--- src/rtl/position_cursor.sv ---
// position_cursor
//   Registered cursor on a ROWS x COLS grid, row-major cell numbering.
//   The cursor moves with single-step directional strobes or jumps with a
//   direct index load. Moves either wrap or saturate at the grid edge (WRAP).
//   Drives an enable-gated one-hot cursor vector and keeps a per-cell
//   occupied mask that is set by mark and cleared by clear_all.
//
//   Optional feature macro: POSITION_CURSOR_BLINK_EN
//     When defined, out_en is additionally gated by a blink phase that
//     toggles every BLINK_DIV cycles. The phase restarts "on" after reset
//     and after every cursor move or load that takes effect.
//
// Ports
//   clk        system clock
//   rst        synchronous, active-high reset
//   enable     output gate for out_en
//   mv_left/mv_right/mv_up/mv_down  single-step move strobes
//   load       load cursor from load_idx (strobe)
//   load_idx   target cell index, row-major
//   mark       set occupied bit of the current cell (strobe)
//   clear_all  clear the whole occupied mask (strobe)
//   pos_idx    current cursor index = row*COLS + col
//   out_en     one-hot cursor vector, gated by enable
//   occ        occupied mask
//   full       all occupied bits set
//   err        one-cycle error pulse (bad load index or re-mark)
module position_cursor #(
  parameter  int ROWS      = 4,
  parameter  int COLS      = 4,
  parameter  int WRAP      = 1,
  parameter  int BLINK_DIV = 8,
  localparam int N         = ROWS * COLS,
  localparam int IDX_W     = (N > 1) ? $clog2(N) : 1
) (
  input  logic             clk,
  input  logic             rst,
  input  logic             enable,
  input  logic             mv_left,
  input  logic             mv_right,
  input  logic             mv_up,
  input  logic             mv_down,
  input  logic             load,
  input  logic [IDX_W-1:0] load_idx,
  input  logic             mark,
  input  logic             clear_all,
  output logic [IDX_W-1:0] pos_idx,
  output logic [N-1:0]     out_en,
  output logic [N-1:0]     occ,
  output logic             full,
  output logic             err
);

  localparam int ROW_W = (ROWS > 1) ? $clog2(ROWS) : 1;
  localparam int COL_W = (COLS > 1) ? $clog2(COLS) : 1;
  localparam logic [ROW_W-1:0] ROW_MAX  = ROW_W'(ROWS - 1);
  localparam logic [COL_W-1:0] COL_MAX  = COL_W'(COLS - 1);
  // One extra bit so that N and COLS are representable even when N is a
  // power of two (e.g. ROWS=1 makes COLS == N == 2**IDX_W).
  localparam logic [IDX_W:0]   N_EXT    = (IDX_W + 1)'(N);
  localparam logic [IDX_W:0]   COLS_EXT = (IDX_W + 1)'(COLS);

  logic [ROW_W-1:0] row_q, row_d;
  logic [COL_W-1:0] col_q, col_d;
  logic [N-1:0]     occ_q, occ_d;
  logic             err_q, err_d;

  logic [IDX_W:0]   pos_ext;
  logic [IDX_W:0]   load_ext;
  logic [IDX_W:0]   load_row_ext;
  logic [IDX_W:0]   load_col_ext;
  logic             load_ok;
  logic [2:0]       mv_cnt;
  logic             mv_one;
  logic             mark_dup;
  logic [N-1:0]     onehot;

  always_comb begin
    pos_ext = (IDX_W + 1)'(row_q) * COLS_EXT + (IDX_W + 1)'(col_q);
  end
  assign pos_idx = pos_ext[IDX_W-1:0];

  always_comb begin
    onehot          = '0;
    onehot[pos_idx] = 1'b1;
  end

  always_comb begin
    load_ext     = {1'b0, load_idx};
    load_ok      = (load_ext < N_EXT);
    load_row_ext = load_ext / COLS_EXT;
    load_col_ext = load_ext % COLS_EXT;
  end

  // A move only counts when exactly one direction strobe is high.
  assign mv_cnt = 3'(mv_left) + 3'(mv_right) + 3'(mv_up) + 3'(mv_down);
  assign mv_one = (mv_cnt == 3'd1);

  // mark looks at the cursor as registered, i.e. before this cycle's move.
  assign mark_dup = mark & ~clear_all & occ_q[pos_idx];

  always_comb begin
    row_d = row_q;
    col_d = col_q;
    if (load) begin
      if (load_ok) begin
        row_d = load_row_ext[ROW_W-1:0];
        col_d = load_col_ext[COL_W-1:0];
      end
    end else if (mv_one) begin
      if (mv_left) begin
        if (col_q == '0) col_d = (WRAP != 0) ? COL_MAX : col_q;
        else             col_d = col_q - COL_W'(1);
      end
      if (mv_right) begin
        if (col_q == COL_MAX) col_d = (WRAP != 0) ? '0 : col_q;
        else                  col_d = col_q + COL_W'(1);
      end
      if (mv_up) begin
        if (row_q == '0) row_d = (WRAP != 0) ? ROW_MAX : row_q;
        else             row_d = row_q - ROW_W'(1);
      end
      if (mv_down) begin
        if (row_q == ROW_MAX) row_d = (WRAP != 0) ? '0 : row_q;
        else                  row_d = row_q + ROW_W'(1);
      end
    end
  end

  always_comb begin
    occ_d = occ_q;
    if (clear_all)  occ_d = '0;
    else if (mark)  occ_d = occ_q | onehot;
  end

  assign err_d = (load & ~load_ok) | mark_dup;

  always_ff @(posedge clk) begin
    if (rst) begin
      row_q <= '0;
      col_q <= '0;
      occ_q <= '0;
      err_q <= 1'b0;
    end else begin
      row_q <= row_d;
      col_q <= col_d;
      occ_q <= occ_d;
      err_q <= err_d;
    end
  end

  assign occ  = occ_q;
  assign full = &occ_q;
  assign err  = err_q;

`ifdef POSITION_CURSOR_BLINK_EN
  localparam int CNT_W = $clog2(BLINK_DIV) + 1;
  localparam logic [CNT_W-1:0] CNT_LAST = CNT_W'(BLINK_DIV - 1);

  logic [CNT_W-1:0] blink_cnt_q, blink_cnt_d;
  logic             phase_q, phase_d;
  logic             restart;

  // Restart the blink on any cursor update that took effect so the new
  // position is shown immediately.
  assign restart = (load & load_ok) | (~load & mv_one);

  always_comb begin
    blink_cnt_d = blink_cnt_q + CNT_W'(1);
    phase_d     = phase_q;
    if (restart) begin
      blink_cnt_d = '0;
      phase_d     = 1'b1;
    end else if (blink_cnt_q == CNT_LAST) begin
      blink_cnt_d = '0;
      phase_d     = ~phase_q;
    end
  end

  always_ff @(posedge clk) begin
    if (rst) begin
      blink_cnt_q <= '0;
      phase_q     <= 1'b1;
    end else begin
      blink_cnt_q <= blink_cnt_d;
      phase_q     <= phase_d;
    end
  end

  assign out_en = (enable & phase_q) ? onehot : '0;
`else
  assign out_en = enable ? onehot : '0;
`endif

endmodule

--- config.mk ---
export PLATFORM = sky130hd
export DESIGN_NAME = position_cursor
export DESIGN_NICKNAME = d
export VERILOG_FILES = /design/src/rtl/position_cursor.sv
export SDC_FILE = /design/constraint.sdc
export NUM_CORES = 1
export LEC_CHECK = 0
export CAP_MARGIN = 20
export CORE_MARGIN = 2
export CORE_UTILIZATION = 46
export DETAILED_ROUTE_END_ITERATION = 10
export PLACE_DENSITY = 0.85
export SLEW_MARGIN = 20
export SYNTH_ARGS = -nofsm -noshare
export SYNTH_HDL_FRONTEND = slang
export SYNTH_SLANG_ARGS = --single-unit
--- constraint.sdc ---
create_clock -name clk -period 7.9 [get_ports clk]
set_input_delay 1.58 -clock clk [delete_from_list [all_inputs] [get_ports clk]]
set_output_delay 1.58 -clock clk [all_outputs]
set_load 0.01 [all_outputs]
## After elaboration in Yosys (flattened, before gate mapping)

Cells that the tools add are included.

| word-level totals | value |
|---|---|
| register bits after elaboration | 21 |
| bits of input ports | 14 |

| cells by class | value |
|---|---|
| $add $sub $neg | 8 |
| magnitude comparators | 2 |
| equality and inequality tests | 3 |
| mux-type cells | 17 |
| bitwise operators | 4 |
| reduce and logical (&&, ||, !) cells | 10 |

Operators by type and width:

| kind | number |
|---|---|
| $mux 2 | 12 |
| $mux 16 | 1 |
| $or 16x16->16 | 1 |
| $reduce_and 16->1 | 1 |
| $reduce_bool 3->1 | 2 |
| $lt 4x5->1 const B | 1 |
| $add 2x1->2 const B | 2 |
| $add 4x2->4 | 1 |
| $bmux 1 s4 | 1 |
| $demux 1 s4 | 1 |
| $eq 2x2->1 const B | 2 |
| $ge 4x1->1 const B | 1 |
| $logic_not 2->1 | 2 |
| $reduce_and 2->1 | 2 |
| $sub 2x1->2 const B | 2 |
| $add 2x1->3 | 1 |
| $add 3x1->3 | 1 |
| $eq 3x1->1 const B | 1 |
| $add 1x1->2 | 1 |
| $and 1x1->1 | 2 |
| $mux 1 | 2 |
| $reduce_bool 2->1 | 1 |
| $reduce_or 2->1 | 1 |
| $logic_and 1x1->1 | 1 |
| $not 1->1 | 1 |

## Longest topological paths before layout

| depth | value |
|---|---|
| word-level depth | 6 |
| mapped depth | 9 |
| depth with buffers taken out | 9 |

## Worst setup path after synthesis

No wires, ideal clock.

| path | value |
|---|---|
| path kind | input -> register |
| start point | in mv_left |
| end point | reg col_q[0] |
| setup time | 125 ps |
| arrival time | 3,484 ps |
| setup slack | 4,291 ps |
| stages on the path | 9 |
| path buffers | 0 |
| cell sequence | inv_1 fa_1 inv_1 ha_1 ha_1 nor4b_2 o21ai_0 a221oi_1 nor3_1 |

| on the way | value |
|---|---|
| longest elaborated chain between the ends | 6 |

RTL lines:

| what | line | text |
|---|---|---|
| from (decl) | 38 | `input logic mv_left,` |
| $add 1x1->2 | 95 | `assign mv_cnt = 3'(mv_left) + 3'(mv_right) + 3'(mv_up) + 3'(mv_down);` |
| $add 2x1->3 | 95 |  |
| $add 3x1->3 | 95 |  |
| $eq 3x1->1 | 96 | `assign mv_one = (mv_cnt == 3'd1);` |
| $reduce_bool 2->1 (no line) | n/a |  |
| $reduce_and 2->1 (no line) (*) | n/a |  |
| to (signal assigned) | 145 | `col_q <= col_d;` |
| to (decl) | 63 | `logic [COL_W-1:0] col_q, col_d;` |

Every way passes the cells marked *; elsewhere a longest branch is shown, timed or not.
A chain may end at the register's enable or synchronous reset.

## Final worst setup path

| path | value |
|---|---|
| start point | in enable |
| end point | out out_en[12] |

| on the way | value |
|---|---|
| longest elaborated chain between the ends | 1 |

RTL lines:

| what | line | text |
|---|---|---|
| from (decl) | 37 | `input logic enable,` |
| $mux 16 | 191 | `assign out_en = enable ? onehot : '0;` |
| to (decl) | 47 | `output logic [N-1:0] out_en,` |

No other way between the ends.

==> impl_metrics.tcl <==
set metrics [dict create \
    status "finished clean" \
    fin_crit_sh_pct 58.92 \
    routed_via_density 5.776 \
    initialDrtViolationCount 47 \
    critical_path.startpoint_type "input port" \
    synth_area_sq_um 1250 \
    cts_setup_buffers 0 \
    hpwlAfterDp_mm 2.665 \
    yosys.cell_types.count 29 \
    ctsHoldBuffers 0 \
    synth_edf_count 0 \
    ys_seq_area_share_pct 33.63 \
    path_cells "clkdlybuf4s50_1 > and3_1 > clkdlybuf4s50_1" \
    dr.pass1.iters 5 \
    cts_buffer_depth 2 \
    grt_pass1_wl_mm 5.892 \
    cp_common_cell "clkdlybuf4s50_1" \
    grt_pass1_vias 1271 \
    dp.cells 215 \
    r2r_start "col_q[0]$_SDFFE_PP0P_" \
    synthFlopType "dfxtp_1" \
    fmax_mhz 214.8 \
    synth_nets 168 \
    crit_required_ps 6320 \
    finalSetupViolCount 0 \
    cts_inserted_buffers 3 \
    io_buffer_count 51 \
    power.internal_uw 161.5 \
    clk_latency_ps 310 \
    skew_ps 2.329 \
    diodes 0 \
    antenna_found_initial 0 \
    dieArea_sq_um 3150 \
    cts.sinks 21 \
    path_max_fanout 16 \
    yosysTopAreaCell "dfxtp_1" \
    nets 216 \
    cp_top_family "buffers and inverters" \
    finalHoldViolations 0 \
    clkSlewWorstSetupHoldPaths_ps 110 \
    io_pins 52 \
    wl_mm 3.574 \
    worstHoldPathType "reg -> reg" \
    cts_tree "done" \
    avgSynthCellArea_sq_um 8.802 \
    grt.total_usage_pct 23.60 \
    synthToLayoutAreaGrowth_pct 42.94 \
    place_congestion 0.8732 \
    synth.most_common_cell "dfxtp_1" \
    seqPwrFrac_pct 49.4 \
    end_kind "primary output" \
    worst_pin_slew_ps 599.2 \
    synth_commonest_cells "21 x dfxtp_1, 17 x nor2_1, 16 x a31oi_1, 16 x and3_1, 13 x inv_1" \
    cp_num_buf_inv 2 \
    async_flop_share_pct 0 \
    swShare_pct 30.58 \
    rsz0062_at_grt "false" \
    die_x_um 56.13 \
    core-area_sq_um 2522 \
    p_per_area_nw_per_um2 130.2 \
    cpMaxStageDelayCell "clkdlybuf4s50_1" \
    maxSlewHeadroom_pct 59.93 \
    rows 18 \
    power.share.clock_pct 22.4 \
    finalWorstSetupSlack_ps 3245 \
    p_comb_share_pct 28.2 \
    yosys_warnings 0 \
    synthTopCellsByArea "dfxtp_1 34%, ha_1 11%, a31oi_1 8.0%" \
    ys_ff_latch 21 \
    tns_ps 0 \
    grt_max_degree 18 \
    p_leak_nw 0.7327 \
    vdd_drop_max_v 0.0001051 \
    place_ws_ps 3257 \
    drtAntennaViolNets 0 \
    overflow 0 \
    slew_viol_final 0 \
    crit_arrival_ps 3070 \
    cpPeakStageDelay_ps 710 \
    crit_path_start "enable" \
    drive_above_1_share_pct 3.704 \
    cts_resized 0 \
    drc_errors 0 \
    start_util_pct 49.55 \
    layout_min_cycle_time_ps 4655 \
    cts_root_buffer "clkbuf_4" \
    yosysTopAreaCellShare_pct 33.63 \
    hp-start "occ[8]$_SDFFE_PP0P_" \
    synth_cells 142 \
    dieHeight_um 56.13 \
    fin_cells 219 \
    cts_htree_levels 1 \
    drv_cap 0 \
    p_sw_uw 71.14 \
    vias 1265 \
    critPathKind "in -> out" \
    wl_per_cell_um 16.32 \
]
==> per-stage QoR <==
| step | total power, mW | hold WS (ps) | utilization, % | instance area (sq um) |
|---|---|---|---|---|
| 6_report | 0.2327 | 544.5 | 70.83 | 1787 |
| 3_3_place_gp | 0.1797 | 497.6 | 69.79 | 1760 |
| 4_1_cts | 0.2327 | 537.9 | 70.83 | 1787 |
| 2_1_floorplan | 0.1553 | 535.3 | - | 1250 |
| 5_1_grt | 0.2444 | 561.5 | 70.83 | 1787 |
| 3_5_place_dp | 0.1823 | 511.2 | 69.79 | 1760 |
==> flip-flops by register name, indices dropped and copies added (netlist names) <==
signal / count
col_q: 2
occ: 16
row_q: 2
err: 1
==> routing by layer <==
layer,vias up,share of wire (%),global-route usage (%)
met2,55,49,40.67
met1,592,40,27.53
met3,8,9.3,7.907
met5,-,0,0
met4,0,1.1,7.143
li1,610,-,-
==> path summary, 6_finish.rpt <==
path / endpoint / slack (ps) / cells after the start
setup / recovery: out_en[12] / 3250 / 3
hold / removal: occ[8]$_SDFFE_PP0P_ / 540 / 2
hold reg to reg: occ[8]$_SDFFE_PP0P_ / 540 / 2
setup reg to reg: col_q[0]$_SDFFE_PP0P_ / 6020 / 6
==> cells by family after synthesis <==
family                     count (synthesis)  synth area share, %
AOI/OAI and AO/OA                         26                13.21
buffers and inverters                     21                6.907
DFF                                       21                33.63
muxes                                      8                8.709
xor gates and xnor gates                   3                2.102
and+or+nand+nor                           51                22.82
adders and majority gates                 12                12.61
==> power groups by stage <==
stage / registers, mW / logic [mW] / clock network [mW]
2_1_floorplan: 0.116 / 0.0391 / 0
3_3_place_gp: 0.117 / 0.0624 / 0
3_5_place_dp: 0.117 / 0.0650 / 0
4_1_cts: 0.115 / 0.0655 / 0.0521
5_1_grt: 0.116 / 0.0716 / 0.0570
6_report: 0.115 / 0.0655 / 0.0521
==> final cells by class <==
type	count	area, sq um
clock buffers	4	26.28
fillers	197	735.7
inverters	13	48.80
multi-input cells	100	743.2
flip-flops and latches	21	420.4
well taps	30	37.54
repair buffers	51	510.5
==> worst reg2reg max path, delay by kind of cell, from the launching register on <==
family	cells	cell delay [ps]
compound gates	2	390
fa+ha+maj	1	360
buf+inv	2	250
flops	1	680
simple gates	1	90
==> placed cells by master, fill, tap and decap left out, drive strengths merged, types with 2 or more instances in the layout <==
cell            n
clkdlybuf4s50  51
mux4            2
inv            13
xnor2           2
nand3           4
nor2           17
nor2b           2
o21a            2
nor4b           2
ha             11
a21oi           3
or2             2
a31oi          16
and3           16
nand4           5
clkbuf          4
o21ai           2
mux2i           6
dfxtp          21
Power figures use the tool's default switching activity.
